`config.mk`:
```
export PLATFORM = sky130hd
export DESIGN_NAME = timer_sfr_bank
export DESIGN_NICKNAME = d
export VERILOG_FILES = /design/src/rtl/pkg_sfrs_definition.sv /design/src/rtl/sfr_hw_reg.sv /design/src/rtl/timer_sfr_bank.sv
export SDC_FILE = /design/constraint.sdc
export NUM_CORES = 1
export LEC_CHECK = 0
export ABC_AREA = 1
export CAP_MARGIN = 20
export CORE_AREA = 2 2 181 183
export DETAILED_ROUTE_END_ITERATION = 7
export DIE_AREA = 0 0 183 185
export PLACE_DENSITY = 0.68
export SETUP_SLACK_MARGIN = 0.2
export SYNTH_ARGS = -nofsm -noshare
export SYNTH_HDL_FRONTEND = slang
export SYNTH_SLANG_ARGS = --single-unit
```
`constraint.sdc`:
```
create_clock -name sys_clk -period 1.35 [get_ports sys_clk]
set_clock_uncertainty 0.15 [all_clocks]
set_input_delay 0.27 -clock sys_clk [delete_from_list [all_inputs] [get_ports sys_clk]]
set_output_delay 0.27 -clock sys_clk [all_outputs]
set_load 0.005 [all_outputs]
```
`src/rtl/pkg_sfrs_definition.sv`:
```
// Shared definitions for the timer SFR bank: tmr_ctrl field layout, register offsets,
// writable/W1C/command bit masks and the bus FSM state encoding.
package pkg_sfrs_definition;

  typedef struct packed {
    logic [16:0] rsvd_31_15;
    logic        ovf_ie;
    logic        match1_ie;
    logic        match0_ie;
    logic        rsvd_11;
    logic        ovf_f;
    logic        match1_f;
    logic        match0_f;
    logic        rsvd_7;
    logic        count_en;
    logic        rd;
    logic        ld;
    logic        rst;
    logic        stop;
    logic        start;
    logic        on;
  } tmr_ctrl_t;

  localparam logic [3:0] TmrCtrlOffset      = 4'h0;
  localparam logic [3:0] TmrValOffset       = 4'h4;
  localparam logic [3:0] TmrMatchVal0Offset = 4'h8;
  localparam logic [3:0] TmrMatchVal1Offset = 4'hC;

  localparam int unsigned BitMatch0F  = 8;
  localparam int unsigned BitMatch1F  = 9;
  localparam int unsigned BitOvfF     = 10;
  localparam int unsigned BitMatch0Ie = 12;
  localparam int unsigned BitMatch1Ie = 13;
  localparam int unsigned BitOvfIe    = 14;

  localparam logic [31:0] CtrlBaseMask = 32'h0000_077F;
  localparam logic [31:0] CtrlIeMask   = 32'h0000_7000;
  localparam logic [31:0] CtrlW1cMask  = 32'h0000_0700;
  localparam logic [31:0] CtrlCmdMask  = 32'h0000_003E;

  typedef enum logic [0:0] {StIdle, StAck} bus_state_e;

endpackage

```
`src/rtl/sfr_hw_reg.sv`:
```
// One SFR with per-bit hardware/software update arbitration, W1C flags and
// command bits where a software 1 beats a same-cycle hardware clear.
module sfr_hw_reg #(
  parameter int unsigned      Width    = 32,
  parameter logic [Width-1:0] ImplMask = '1,
  parameter logic [Width-1:0] W1cMask  = '0,
  parameter logic [Width-1:0] CmdMask  = '0
) (
  input  logic             sys_clk,
  input  logic             sys_rst_n,
  input  logic             sw_we,
  input  logic [Width-1:0] sw_wdata,
  input  logic [Width-1:0] hw_up,
  input  logic [Width-1:0] hw_val,
  output logic [Width-1:0] value
);

  logic [Width-1:0] value_d, value_q;

  always_comb begin
    value_d = value_q;
    for (int i = 0; i < Width; i++) begin
      if (W1cMask[i]) begin
        // Hardware set has priority over a software clear.
        if (hw_up[i]) value_d[i] = hw_val[i];
        else if (sw_we && sw_wdata[i]) value_d[i] = 1'b0;
      end else if (CmdMask[i] && sw_we && sw_wdata[i]) begin
        value_d[i] = 1'b1;
      end else if (hw_up[i]) begin
        value_d[i] = hw_val[i];
      end else if (sw_we) begin
        value_d[i] = sw_wdata[i];
      end
    end
    value_d = value_d & ImplMask;
  end

  always_ff @(posedge sys_clk or negedge sys_rst_n) begin
    if (!sys_rst_n) value_q <= '0;
    else            value_q <= value_d;
  end

  assign value = value_q;

endmodule

```
`src/rtl/timer_sfr_bank.sv`:
```
// Timer SFR bank: four registers behind a req/ack bus with an IDLE/ACK handshake.
// Optional macro TMR_SFR_IRQ_EN enables the interrupt-enable bits and the irq output.
module timer_sfr_bank
  import pkg_sfrs_definition::*;
#(
  parameter int unsigned DATA_WIDTH = 32,
  parameter int unsigned ADDR_WIDTH = 4
) (
  input  logic                  sys_clk,
  input  logic                  sys_rst_n,
  input  logic                  bus_req,
  input  logic                  bus_we,
  input  logic [ADDR_WIDTH-1:0] bus_addr,
  input  logic [DATA_WIDTH-1:0] bus_wdata,
  output logic                  bus_ack,
  output logic                  bus_err,
  output logic [DATA_WIDTH-1:0] bus_rdata,
  output logic [DATA_WIDTH-1:0] tmr_ctrl,
  output logic [DATA_WIDTH-1:0] tmr_val,
  output logic [DATA_WIDTH-1:0] tmr_match_val0,
  output logic [DATA_WIDTH-1:0] tmr_match_val1,
  input  logic [DATA_WIDTH-1:0] hw_up_tmr_ctrl,
  input  logic [DATA_WIDTH-1:0] hw_up_tmr_val,
  input  logic [DATA_WIDTH-1:0] hw_up_tmr_match_val0,
  input  logic [DATA_WIDTH-1:0] hw_up_tmr_match_val1,
  input  logic [DATA_WIDTH-1:0] hw_val_tmr_ctrl,
  input  logic [DATA_WIDTH-1:0] hw_val_tmr_val,
  input  logic [DATA_WIDTH-1:0] hw_val_tmr_match_val0,
  input  logic [DATA_WIDTH-1:0] hw_val_tmr_match_val1,
  output logic                  irq
);

`ifdef TMR_SFR_IRQ_EN
  localparam logic [31:0] CtrlImplMask = CtrlBaseMask | CtrlIeMask;
`else
  localparam logic [31:0] CtrlImplMask = CtrlBaseMask;
`endif

  bus_state_e            state_q;
  logic                  addr_bad, sw_wr;
  logic [3:0]            sw_we;
  logic [DATA_WIDTH-1:0] rdata_mux, ctrl_hw_val;
  tmr_ctrl_t             ctrl_hw_fields;

  assign addr_bad = (bus_addr[1:0] != 2'b00) || (bus_addr > ADDR_WIDTH'(TmrMatchVal1Offset));
  assign sw_wr    = (state_q == StIdle) && bus_req && bus_we && !addr_bad;

  always_comb begin
    sw_we     = '0;
    rdata_mux = '0;
    case (bus_addr[3:0])
      TmrCtrlOffset:      begin sw_we[0] = sw_wr; rdata_mux = tmr_ctrl;       end
      TmrValOffset:       begin sw_we[1] = sw_wr; rdata_mux = tmr_val;        end
      TmrMatchVal0Offset: begin sw_we[2] = sw_wr; rdata_mux = tmr_match_val0; end
      TmrMatchVal1Offset: begin sw_we[3] = sw_wr; rdata_mux = tmr_match_val1; end
      default: ;
    endcase
  end

  // An overflow strobe always sets the flag, whatever value accompanies it.
  always_comb begin
    ctrl_hw_fields       = tmr_ctrl_t'(hw_val_tmr_ctrl[31:0]);
    ctrl_hw_fields.ovf_f = 1'b1;
  end
  assign ctrl_hw_val = DATA_WIDTH'(ctrl_hw_fields);

  sfr_hw_reg #(
    .Width    (DATA_WIDTH),
    .ImplMask (DATA_WIDTH'(CtrlImplMask)),
    .W1cMask  (DATA_WIDTH'(CtrlW1cMask)),
    .CmdMask  (DATA_WIDTH'(CtrlCmdMask))
  ) u_tmr_ctrl (
    .sys_clk   (sys_clk),
    .sys_rst_n (sys_rst_n),
    .sw_we     (sw_we[0]),
    .sw_wdata  (bus_wdata),
    .hw_up     (hw_up_tmr_ctrl),
    .hw_val    (ctrl_hw_val),
    .value     (tmr_ctrl)
  );

  sfr_hw_reg #(.Width(DATA_WIDTH)) u_tmr_val (
    .sys_clk   (sys_clk),
    .sys_rst_n (sys_rst_n),
    .sw_we     (sw_we[1]),
    .sw_wdata  (bus_wdata),
    .hw_up     (hw_up_tmr_val),
    .hw_val    (hw_val_tmr_val),
    .value     (tmr_val)
  );

  sfr_hw_reg #(.Width(DATA_WIDTH)) u_tmr_match_val0 (
    .sys_clk   (sys_clk),
    .sys_rst_n (sys_rst_n),
    .sw_we     (sw_we[2]),
    .sw_wdata  (bus_wdata),
    .hw_up     (hw_up_tmr_match_val0),
    .hw_val    (hw_val_tmr_match_val0),
    .value     (tmr_match_val0)
  );

  sfr_hw_reg #(.Width(DATA_WIDTH)) u_tmr_match_val1 (
    .sys_clk   (sys_clk),
    .sys_rst_n (sys_rst_n),
    .sw_we     (sw_we[3]),
    .sw_wdata  (bus_wdata),
    .hw_up     (hw_up_tmr_match_val1),
    .hw_val    (hw_val_tmr_match_val1),
    .value     (tmr_match_val1)
  );

  // Read data samples the registers before any update on the same edge.
  always_ff @(posedge sys_clk or negedge sys_rst_n) begin
    if (!sys_rst_n) begin
      state_q   <= StIdle;
      bus_ack   <= 1'b0;
      bus_err   <= 1'b0;
      bus_rdata <= '0;
    end else begin
      case (state_q)
        StIdle: begin
          if (bus_req) begin
            state_q   <= StAck;
            bus_ack   <= 1'b1;
            bus_err   <= addr_bad;
            bus_rdata <= (bus_we || addr_bad) ? '0 : rdata_mux;
          end
        end
        default: begin
          state_q   <= StIdle;
          bus_ack   <= 1'b0;
          bus_err   <= 1'b0;
          bus_rdata <= '0;
        end
      endcase
    end
  end

`ifdef TMR_SFR_IRQ_EN
  logic irq_q;
  always_ff @(posedge sys_clk or negedge sys_rst_n) begin
    if (!sys_rst_n) irq_q <= 1'b0;
    else irq_q <= (tmr_ctrl[BitMatch0F] & tmr_ctrl[BitMatch0Ie]) |
                  (tmr_ctrl[BitMatch1F] & tmr_ctrl[BitMatch1Ie]) |
                  (tmr_ctrl[BitOvfF]    & tmr_ctrl[BitOvfIe]);
  end
  assign irq = irq_q;
`else
  assign irq = 1'b0;
`endif

endmodule

```
After elaboration in Yosys (flattened, before gate mapping)
Cells that the tools add are included.
{"block": "totals", "register_bits": 141, "out_inout_bits": 163, "word_cells": 469}
{"block": "op_classes", "n_lt_le_gt_ge": 1, "eq_ne": 3, "muxes": 231, "n_bitwise": 1, "n_reduce_logical": 123}
{"cell": "1-bit two-way mux", "n": 227}
{"cell": "2-bit nonzero test", "n": 103}
{"cell": "32-bit case mux with 4 select lines", "n": 1}
{"cell": "32-bit two-way mux", "n": 3}
{"cell": "3-bit nonzero test", "n": 5}
{"cell": "1-bit logical AND", "n": 11}
{"cell": "4-bit == test, second input constant", "n": 2}
{"cell": "4-bit by 3-bit == test with 1-bit output, second input constant", "n": 1}
{"cell": "4-bit greater-than comparator, second input constant", "n": 1}
{"cell": "4-bit logical NOT", "n": 1}
{"cell": "1-bit logical OR", "n": 2}
{"cell": "1-bit logical NOT", "n": 1}
{"cell": "1-bit NOT", "n": 1}

Logic depth before layout (Yosys ltp)
Gate-level depths: netlist of the first run.
{"block": "logic_depth", "depth_word": 8, "depth_mapped": 8}

By module
From an unflattened synthesis of the first run, not the netlist that was laid out.
{"block": "unflattened", "cells_unflattened": 1359, "hier_area_um2": 9043.7}
{"mod": "sfr_hw_reg at u_tmr_match_val0 ...", "n_inst": 3, "cells_per_inst": 296, "area_each_um2": 1906.8, "seq_area_each_um2": 800.8}
{"mod": "timer_sfr_bank", "n_inst": 1, "cells_per_inst": 382, "area_each_um2": 2617.5, "seq_area_each_um2": 875.8}
{"mod": "sfr_hw_reg at u_tmr_ctrl", "n_inst": 1, "cells_per_inst": 89, "area_each_um2": 705.7, "seq_area_each_um2": 250.2}

Worst setup path after synthesis of the first run
Ideal clock, no wire load.
{"block": "synth_path", "path_kind": "flip-flop to flip-flop", "from": "register state_q", "to": "register u_tmr_match_val0.value_q[0], in the netlist u_tmr_match_val0.value[0]", "arrival_time_ns": 1.177, "path_slack_ns": -0.102, "path_stages_with_launch": 8, "period_less_slack_ns": 1.452, "cell_sequence": "dfrtp_1 -> inv_2 -> nand2_2 -> nor2_4 -> nand3_2 -> clkbuf_1 -> nand3b_1 -> nand3_1"}
{"block": "synth_via", "elab_chain_len": 6}
{"item": "start: declaration", "line": "timer_sfr_bank.sv:39", "text": "bus_state_e state_q;"}
{"item": "start signal: assignment", "line": "timer_sfr_bank.sv:115", "text": "state_q <= StIdle;"}
{"item": "start signal: assignment", "line": "timer_sfr_bank.sv:123", "text": "state_q <= StAck;"}
{"item": "start signal: assignment", "line": "timer_sfr_bank.sv:130", "text": "state_q <= StIdle;"}
{"item": "1-bit NOT"}
{"item": "1-bit logical AND (3 in series)", "line": "timer_sfr_bank.sv:46", "text": "assign sw_wr = (state_q == StIdle) && bus_req && bus_we && !addr_bad;"}
{"item": "1-bit two-way mux", "line": "timer_sfr_bank.sv:51", "text": "case (bus_addr[3:0])"}
{"item": "2-bit nonzero test (no source line)"}
{"item": "end signal: assignment", "line": "sfr_hw_reg.sv:40", "text": "else value_q <= value_d;"}
{"item": "end: declaration", "line": "sfr_hw_reg.sv:18", "text": "logic [Width-1:0] value_d, value_q;"}
No other way between the ends.
A chain may end at the register's enable or synchronous reset.

Worst setup path in the final report of the first run
{"block": "layout_path", "from": "register state_q", "to": "register bus_rdata[10]"}
{"block": "layout_via", "elab_chain_len": 1, "word_cells_on_any_way": 2, "cone_classes": "1 x mux; 1 x reduce/logical"}
{"item": "32-bit two-way mux / 2-bit nonzero test (equally long branches)"}
{"item": "end signal: assignment", "line": "timer_sfr_bank.sv:126", "text": "bus_rdata <= (bus_we || addr_bad) ? '0 : rdata_mux;"}
{"item": "end: declaration", "line": "timer_sfr_bank.sv:17", "text": "output logic [DATA_WIDTH-1:0] bus_rdata,"}
Several ways; a longest one is shown, not always the timed one.

==> results of run 1 <==
[flip-flops by register name (all words and copies together), names as in the netlist]
register	count
bus_ack	1
bus_err	1
state_q	1
u_tmr_ctrl.value	10
u_tmr_match_val1.value	32
bus_rdata	32
u_tmr_match_val0.value	32
u_tmr_val.value	32
[report_power, final]
part           switching (mW)  total [mW]  internal [mW]
registers               0.183        4.71           4.53
clock network            1.97        5.01           3.04
logic                    1.31        3.10           1.79
total                    3.46        12.8           9.36
[worst max-delay path: cells and delay by family (launching register included)]
family	cells	cell delay, ns
AOI/OAI and AO/OA	1	0.07
and+or+nand+nor	3	0.36
buffers and inverters	4	0.57
DFF	1	0.38
[final cells by class]
cell class                 instances  area share
timing repair buffer             632       0.386
multi-input combinational        773       0.263
sequential                       141       0.250
tap                              408      0.0362
clock buffer                      20      0.0331
inverter                          77      0.0211
clock inverter                    10     0.00993
[layer usage]
layer,vias to the layer above,track usage
met5,-,0
met4,0,0.0886
met3,74,0.0523
met2,485,0.371
met1,4550,0.246
li1,4584,-
[worst min-delay path by stage]
| stage | slack [ns] | from | to | cells past startpoint |
|---|---|---|---|---|
| final | 0.16 | sys_rst_n | u_tmr_val.value[19]$_DFFE_PN0P_ | 2 |
| after global routing | 0.17 | sys_rst_n | u_tmr_val.value[19]$_DFFE_PN0P_ | 2 |
| after CTS | 0.15 | sys_rst_n | u_tmr_val.value[19]$_DFFE_PN0P_ | 2 |
| after detailed placement | 0.05 | sys_rst_n | u_tmr_val.value[20]$_DFFE_PN0P_ | 1 |
| after global placement | 0.05 | sys_rst_n | u_tmr_val.value[20]$_DFFE_PN0P_ | 1 |
| after floorplan | -0.18 | sys_rst_n | bus_ack$_DFFE_PN0P_ | 0 |
[cells by family after synthesis]
family          after synthesis  synth area share
compound gates               14           0.00906
simple gates                736             0.448
flops                       141             0.456
buf+inv                     146            0.0864
other cells                   1          0.000485
[layout by cell type, fill, tap and decap left out, types with 4 or more instances in the layout]
cell type and instances:
nand4_1 32, clkdlybuf4s50_1 247, buf_4 205, nand2_1 308
o21ai_1 8, dfrtp_1 141, conb_1 23, clkbuf_16 21
buf_6 21, nand3_1 239, nor2_1 71, buf_2 131
nand3b_1 71, inv_1 70, nor2_4 6, inv_2 4
buf_12 19
[stage by stage]
stage	setup slack [ns]	power, mW	hold WS, ns
final	-0.228	12.8	0.161
after global routing	-0.302	13.4	0.165
after CTS	-0.225	12.8	0.153
after detailed placement	-0.722	7.85	0.0477
after global placement	-0.674	7.82	0.0453
after floorplan	-0.0616	5.57	-0.176
[repair_timing]
| action | CTS | global route |
|---|---|---|
| gates resized for setup | 581 | 32 |
| endpoints found under the setup margin | 279 | 279 |
| hold buffers | 1 | 0 |
| setup buffers | 44 | 41 |
| pin swaps | 1 | 2 |
| hold endpoints to repair | 141 | 0 |
| gates cloned | 0 | 4 |
==> flow_metrics.env, run 1 <==
export IMPL_status="finished, violations left"
export IMPL_violations="setup timing"
export IMPL_layout_drive_gt1_share=0.264
export IMPL_cp_max_fo=9
export IMPL_die_h_um=185
export IMPL_finalHoldViolations=0
export IMPL_totalWireLength_um=37300
export IMPL_crit_end="bus_rdata[10]$_DFFE_PN0P_"
export IMPL_hold_class="primary input to asynchronous set/reset pin"
export IMPL_htreeDepth=4
export IMPL_initial_core_util=0.241
export IMPL_clk_latency_ns=0.42
export IMPL_nNetsFinal=1938
export IMPL_regToRegStartpoint="state_q$_DFF_PN0_"
export IMPL_ys_flop_type="dfrtp_1"
export IMPL_post_synth_top_area_cell="dfrtp_1"
export IMPL_grt_pass1_wl_um=54600
export IMPL_multiInputGateArea_um2=3710
export IMPL_gp_congestion=0.843
export IMPL_gr_total_overflow=0
export IMPL_p_per_area_nw_per_um2=909
export IMPL_ant_nets=0
export IMPL_antenna_found_initial=0
export IMPL_cts_tree="built"
export IMPL_stdcell_area_um2=14100
export IMPL_r2r_end="bus_rdata[10]$_DFFE_PN0P_"
export IMPL_ir_drop_v=0.000754
export IMPL_synth_area_per_cell_um2=7.45
export IMPL_fmax_mhz=634
export IMPL_ys_seq_area_frac=0.456
export IMPL_grt_pass1_vias=9756
export IMPL_cap_viol_max_count=0
export IMPL_post_route_util=0.440
export IMPL_first_pass_iters=5
export IMPL_period_minus_slack_ns=1.58
export IMPL_grtUsageTotal=0.211
export IMPL_topRoutingLayerUsed="met4"
export IMPL_synthTopCellsByCount="nand2_1, nand3_1, dfrtp_1"
export IMPL_critPathLaunch="state_q$_DFF_PN0_"
export IMPL_critical_path_class="register to register"
export IMPL_core_area_um2=32000
export IMPL_wl_met3_um=3090
export IMPL_syn_cell_area_um2=7730
export IMPL_worstPathRequired_ns=1.56
export IMPL_fin_cells=2061
export IMPL_crit_chain="inv_2 > nand2_4 > buf_4 > nor3_4 > buf_4 > clkbuf_16 > o21ai_1 > nand2_1"
export IMPL_timing_critical_path_mode_cell="buf_4"
export IMPL_die_x_um=183
export IMPL_startpoint_type="register"
export IMPL_ys_ff_latch=141
export IMPL_reg2reg_depth=8
export IMPL_n_fill_cell=3185
export IMPL_clock_sinks=141
export IMPL_dr_total_vias=9693
export IMPL_synthCells=1038
export IMPL_tns_ns=-26.00
export IMPL_yosysMostFrequentCell="nand2_1"
export IMPL_yosysUniqueCellTypes=21
export IMPL_met1Wirelength_um=14600
export IMPL_slew_violations=0
export IMPL_cts_root_buffer="clkbuf_16"
export IMPL_worst_slack_ns=-0.228
export IMPL_routedWlPerCell_um=18.1
export IMPL_cp_end_kind="register"
export IMPL_die_area_um2=33900
export IMPL_r2r_setup_slack_ns=-0.23
export IMPL_area_delta_synth_final_pct=82.5
export IMPL_fin_crit_sh=1.17
export IMPL_numCtsBuffers=17
export IMPL_worstPathArrival_ns=1.79
export IMPL_finalSetupViolations=221
export IMPL_hpwl_um=27400
export IMPL_slowest_delay_ns=0.38
export IMPL_synth_edf_count=0
export IMPL_drcViolationCount=0
export IMPL_drt_initial_drc_count=398
export IMPL_critPathSlowestCell="dfrtp_1"
export IMPL_antennaDiodeCount=0
export IMPL_cts_buffer_depth=2
export IMPL_dpl_cell_count=1941
export IMPL_regArea_um2=3530
export IMPL_clkSlewWorstSetupHoldPaths_ns=0.07
export IMPL_synth_warnings=0
export IMPL_portBuffers=390
export IMPL_rsz0062_at_grt="true"
export IMPL_synth_top_area_frac=0.456
export IMPL_synthTopCellsByArea="dfrtp_1, nand3_1, nand2_1, nand3b_1, nor2_1"
export IMPL_vias_per_cell=4.70
export IMPL_place_area_um2=13200
export IMPL_ys_async_sr_fraction=1.00
export IMPL_grt_max_degree=32
export IMPL_wl_met2_um=18200
export IMPL_p_leak_nw=7.17
export IMPL_num_rows=66
export IMPL_io_pins=459
(Power assumes the default switching activity.)
==> run 2, diff against run 1 <==
--- a/config.mk
+++ b/config.mk
@@ -7,10 +7,13 @@
 export LEC_CHECK = 0
 export ABC_AREA = 1
 export CAP_MARGIN = 20
-export CORE_AREA = 2 2 181 183
+export CELL_PAD_IN_SITES_DETAIL_PLACEMENT = 1
+export CELL_PAD_IN_SITES_GLOBAL_PLACEMENT = 2
+export CORE_AREA = 2 2 177 179
 export DETAILED_ROUTE_END_ITERATION = 7
-export DIE_AREA = 0 0 183 185
-export PLACE_DENSITY = 0.68
+export DIE_AREA = 0 0 179 181
+export DONT_BUFFER_PORTS = 1
+export PLACE_DENSITY = 0.77
 export SETUP_SLACK_MARGIN = 0.2
 export SYNTH_ARGS = -nofsm -noshare
 export SYNTH_HDL_FRONTEND = slang
==> run 2 against run 1 <==
Net effect:
- the flow finishes with violations (hold timing, setup timing)
- combinational power fell by 42%
- cell area is 14% lower
- count of clock-buffer cells in the layout decreased by 2
- via count is 8.3% lower
- first-iteration DRC count shrank 26%
==> flow_metrics.env, run 2 (synthesis gave the netlist of run 1 again) <==
export IMPL_status="finished, violations left"
export IMPL_violations="hold timing, setup timing"
export IMPL_fmax_mhz=620
export IMPL_met3_usage=0.0579
export IMPL_ant_nets=0
export IMPL_die_x_um=179
export IMPL_grt_use_met2=0.450
export IMPL_worstPathRequired_ns=1.49
export IMPL_die_h_um=181
export IMPL_die_area_um2=32400
export IMPL_grt_max_degree=142
export IMPL_routedWlPerCell_um=24.0
export IMPL_regToRegStartpoint="state_q$_DFF_PN0_"
export IMPL_layout_common_cells="nand2_1, dlygate4sd3_1, nand3_1"
export IMPL_n_fill_cell=3489
export IMPL_startpoint_type="register"
export IMPL_drt_initial_drc_count=295
export IMPL_fin_crit_sh=1.19
export IMPL_initial_core_util=0.255
export IMPL_final_common_cell="nand2_1"
export IMPL_critical_path_class="register to register"
export IMPL_grt_pass1_vias=9969
export IMPL_hpwl_um=25900
export IMPL_hold_class="primary input to asynchronous set/reset pin"
export IMPL_cts_buffer_depth=2
export IMPL_tns_ns=-25.23
export IMPL_period_minus_slack_ns=1.61
export IMPL_worstPathArrival_ns=1.75
export IMPL_grt_pass1_wl_um=60100
export IMPL_layout_drive_gt1_share=0.117
export IMPL_whs_ns=-0.617
export IMPL_dr_total_vias=8886
export IMPL_area_delta_synth_final_pct=57.8
export IMPL_io_pins=459
export IMPL_p_per_area_nw_per_um2=996
export IMPL_numCtsBuffers=17
export IMPL_grtUsageTotal=0.248
export IMPL_cts_root_buffer="clkbuf_16"
export IMPL_clk_latency_ns=0.43
export IMPL_dpl_cell_count=1438
export IMPL_core_area_um2=30300
export IMPL_reg2reg_depth=9
export IMPL_totalWireLength_um=41600
export IMPL_nNetsFinal=1622
export IMPL_drcViolationCount=0
export IMPL_r2r_end="u_tmr_match_val1.value[11]$_DFFE_PN0P_"
export IMPL_clock_sinks=141
export IMPL_antenna_found_initial=3
export IMPL_top_usage_layer="met2"
export IMPL_gp_congestion=0.806
export IMPL_met1_usage=0.275
export IMPL_p_leak_nw=5.73
export IMPL_cp_max_fo=5
export IMPL_slew_violations=0
export IMPL_finalHoldViolations=144
export IMPL_gr_total_overflow=0
export IMPL_postCtsHoldBufs=243
export IMPL_cts_tree="built"
export IMPL_rsz0062_at_grt="true"
export IMPL_htreeDepth=4
export IMPL_clkSlewWorstSetupHoldPaths_ns=0.07
export IMPL_portBuffers=0
export IMPL_cp_end_kind="register"
export IMPL_ir_drop_v=0.000750
export IMPL_num_rows=64
export IMPL_fin_cells=1736
export IMPL_worst_slack_ns=-0.263
export IMPL_r2r_setup_slack_ns=-0.26
export IMPL_finalSetupViolations=139
export IMPL_cap_viol_max_count=0
export IMPL_first_pass_iters=4
export IMPL_vias_per_cell=5.12
-- run 2: cell types whose count changed in the layout (fill, tap and decap cells not counted), sizes merged --
cell / previous run / this run
bufinv: 3 / 5
diode: 0 / 2
clkinvlp: 3 / 2
dlymetal6s2s: 2 / 0
inv: 76 / 78
clkdlybuf4s50: 247 / 0
dlygate4sd3: 1 / 243
buf: 378 / 67
-- run 2: worst max path at each step --
stage,from,to,slack [ns],depth (start not counted)
after floorplan,state_q$_DFF_PN0_,u_tmr_match_val0.value[0]$_DFFE_PN0P_,-0.06,8
after global placement,state_q$_DFF_PN0_,u_tmr_ctrl.value[4]$_DFFE_PN0P_,-0.26,9
after detailed placement,state_q$_DFF_PN0_,u_tmr_ctrl.value[6]$_DFFE_PN0P_,-0.29,9
after CTS,state_q$_DFF_PN0_,u_tmr_match_val1.value[28]$_DFFE_PN0P_,-0.24,9
after global routing,state_q$_DFF_PN0_,u_tmr_match_val0.value[2]$_DFFE_PN0P_,-0.31,8
final,state_q$_DFF_PN0_,u_tmr_match_val1.value[11]$_DFFE_PN0P_,-0.26,9
-- run 2: stage by stage --
step                instance area [um2]  setup slack, ns  power [mW]  utilization
finish                            12200           -0.263        12.2        0.402
floorplan                          7910          -0.0616        5.57            -
global placement                   8480           -0.257        5.97        0.280
CTS                               11900           -0.235        12.2        0.393
global route                      12200           -0.311        12.6        0.402
detailed placement                 8480           -0.290        6.01        0.280
-- run 2: per-layer routing --
metal,up-vias,part of all wire
li1,3963,-
met4,2,0.034
met5,-,0.00031
met2,406,0.51
met3,92,0.066
met1,4423,0.39
-- run 2: worst max-delay path: stages, from the launching register on --
cell,delay [ns]
dfrtp_1,0.39
inv_2,0.07
nand2_4,0.05
nor2_4,0.12
buf_4,0.13
buf_6,0.12
nand2_8,0.10
buf_8,0.17
nand3_1,0.09
nand3_1,0.10
-- run 2: area by class of cell --
type	instances	area (um2)	area share
multi-input cells	773	3730	0.306
flip-flops and latches	141	3560	0.292
repair buffers	316	3450	0.283
well taps	396	495	0.0406
clock buffers	18	429	0.0352
inverters	77	310	0.0254
clock inverters	13	214	0.0175
diodes	2	5.00	0.000410
-- run 2: power by group --
part	switching (mW)	internal, mW
sequential	0.441	4.54
clock	2.08	3.30
combinational	0.862	0.929
-- run 2: what timing repair did --
item,CTS,global route
hold endpoints to repair,255,146
pin swaps,2,5
buffers inserted,9,2
setup endpoints to repair,279,279
cloned,5,6
resized for setup,59,33
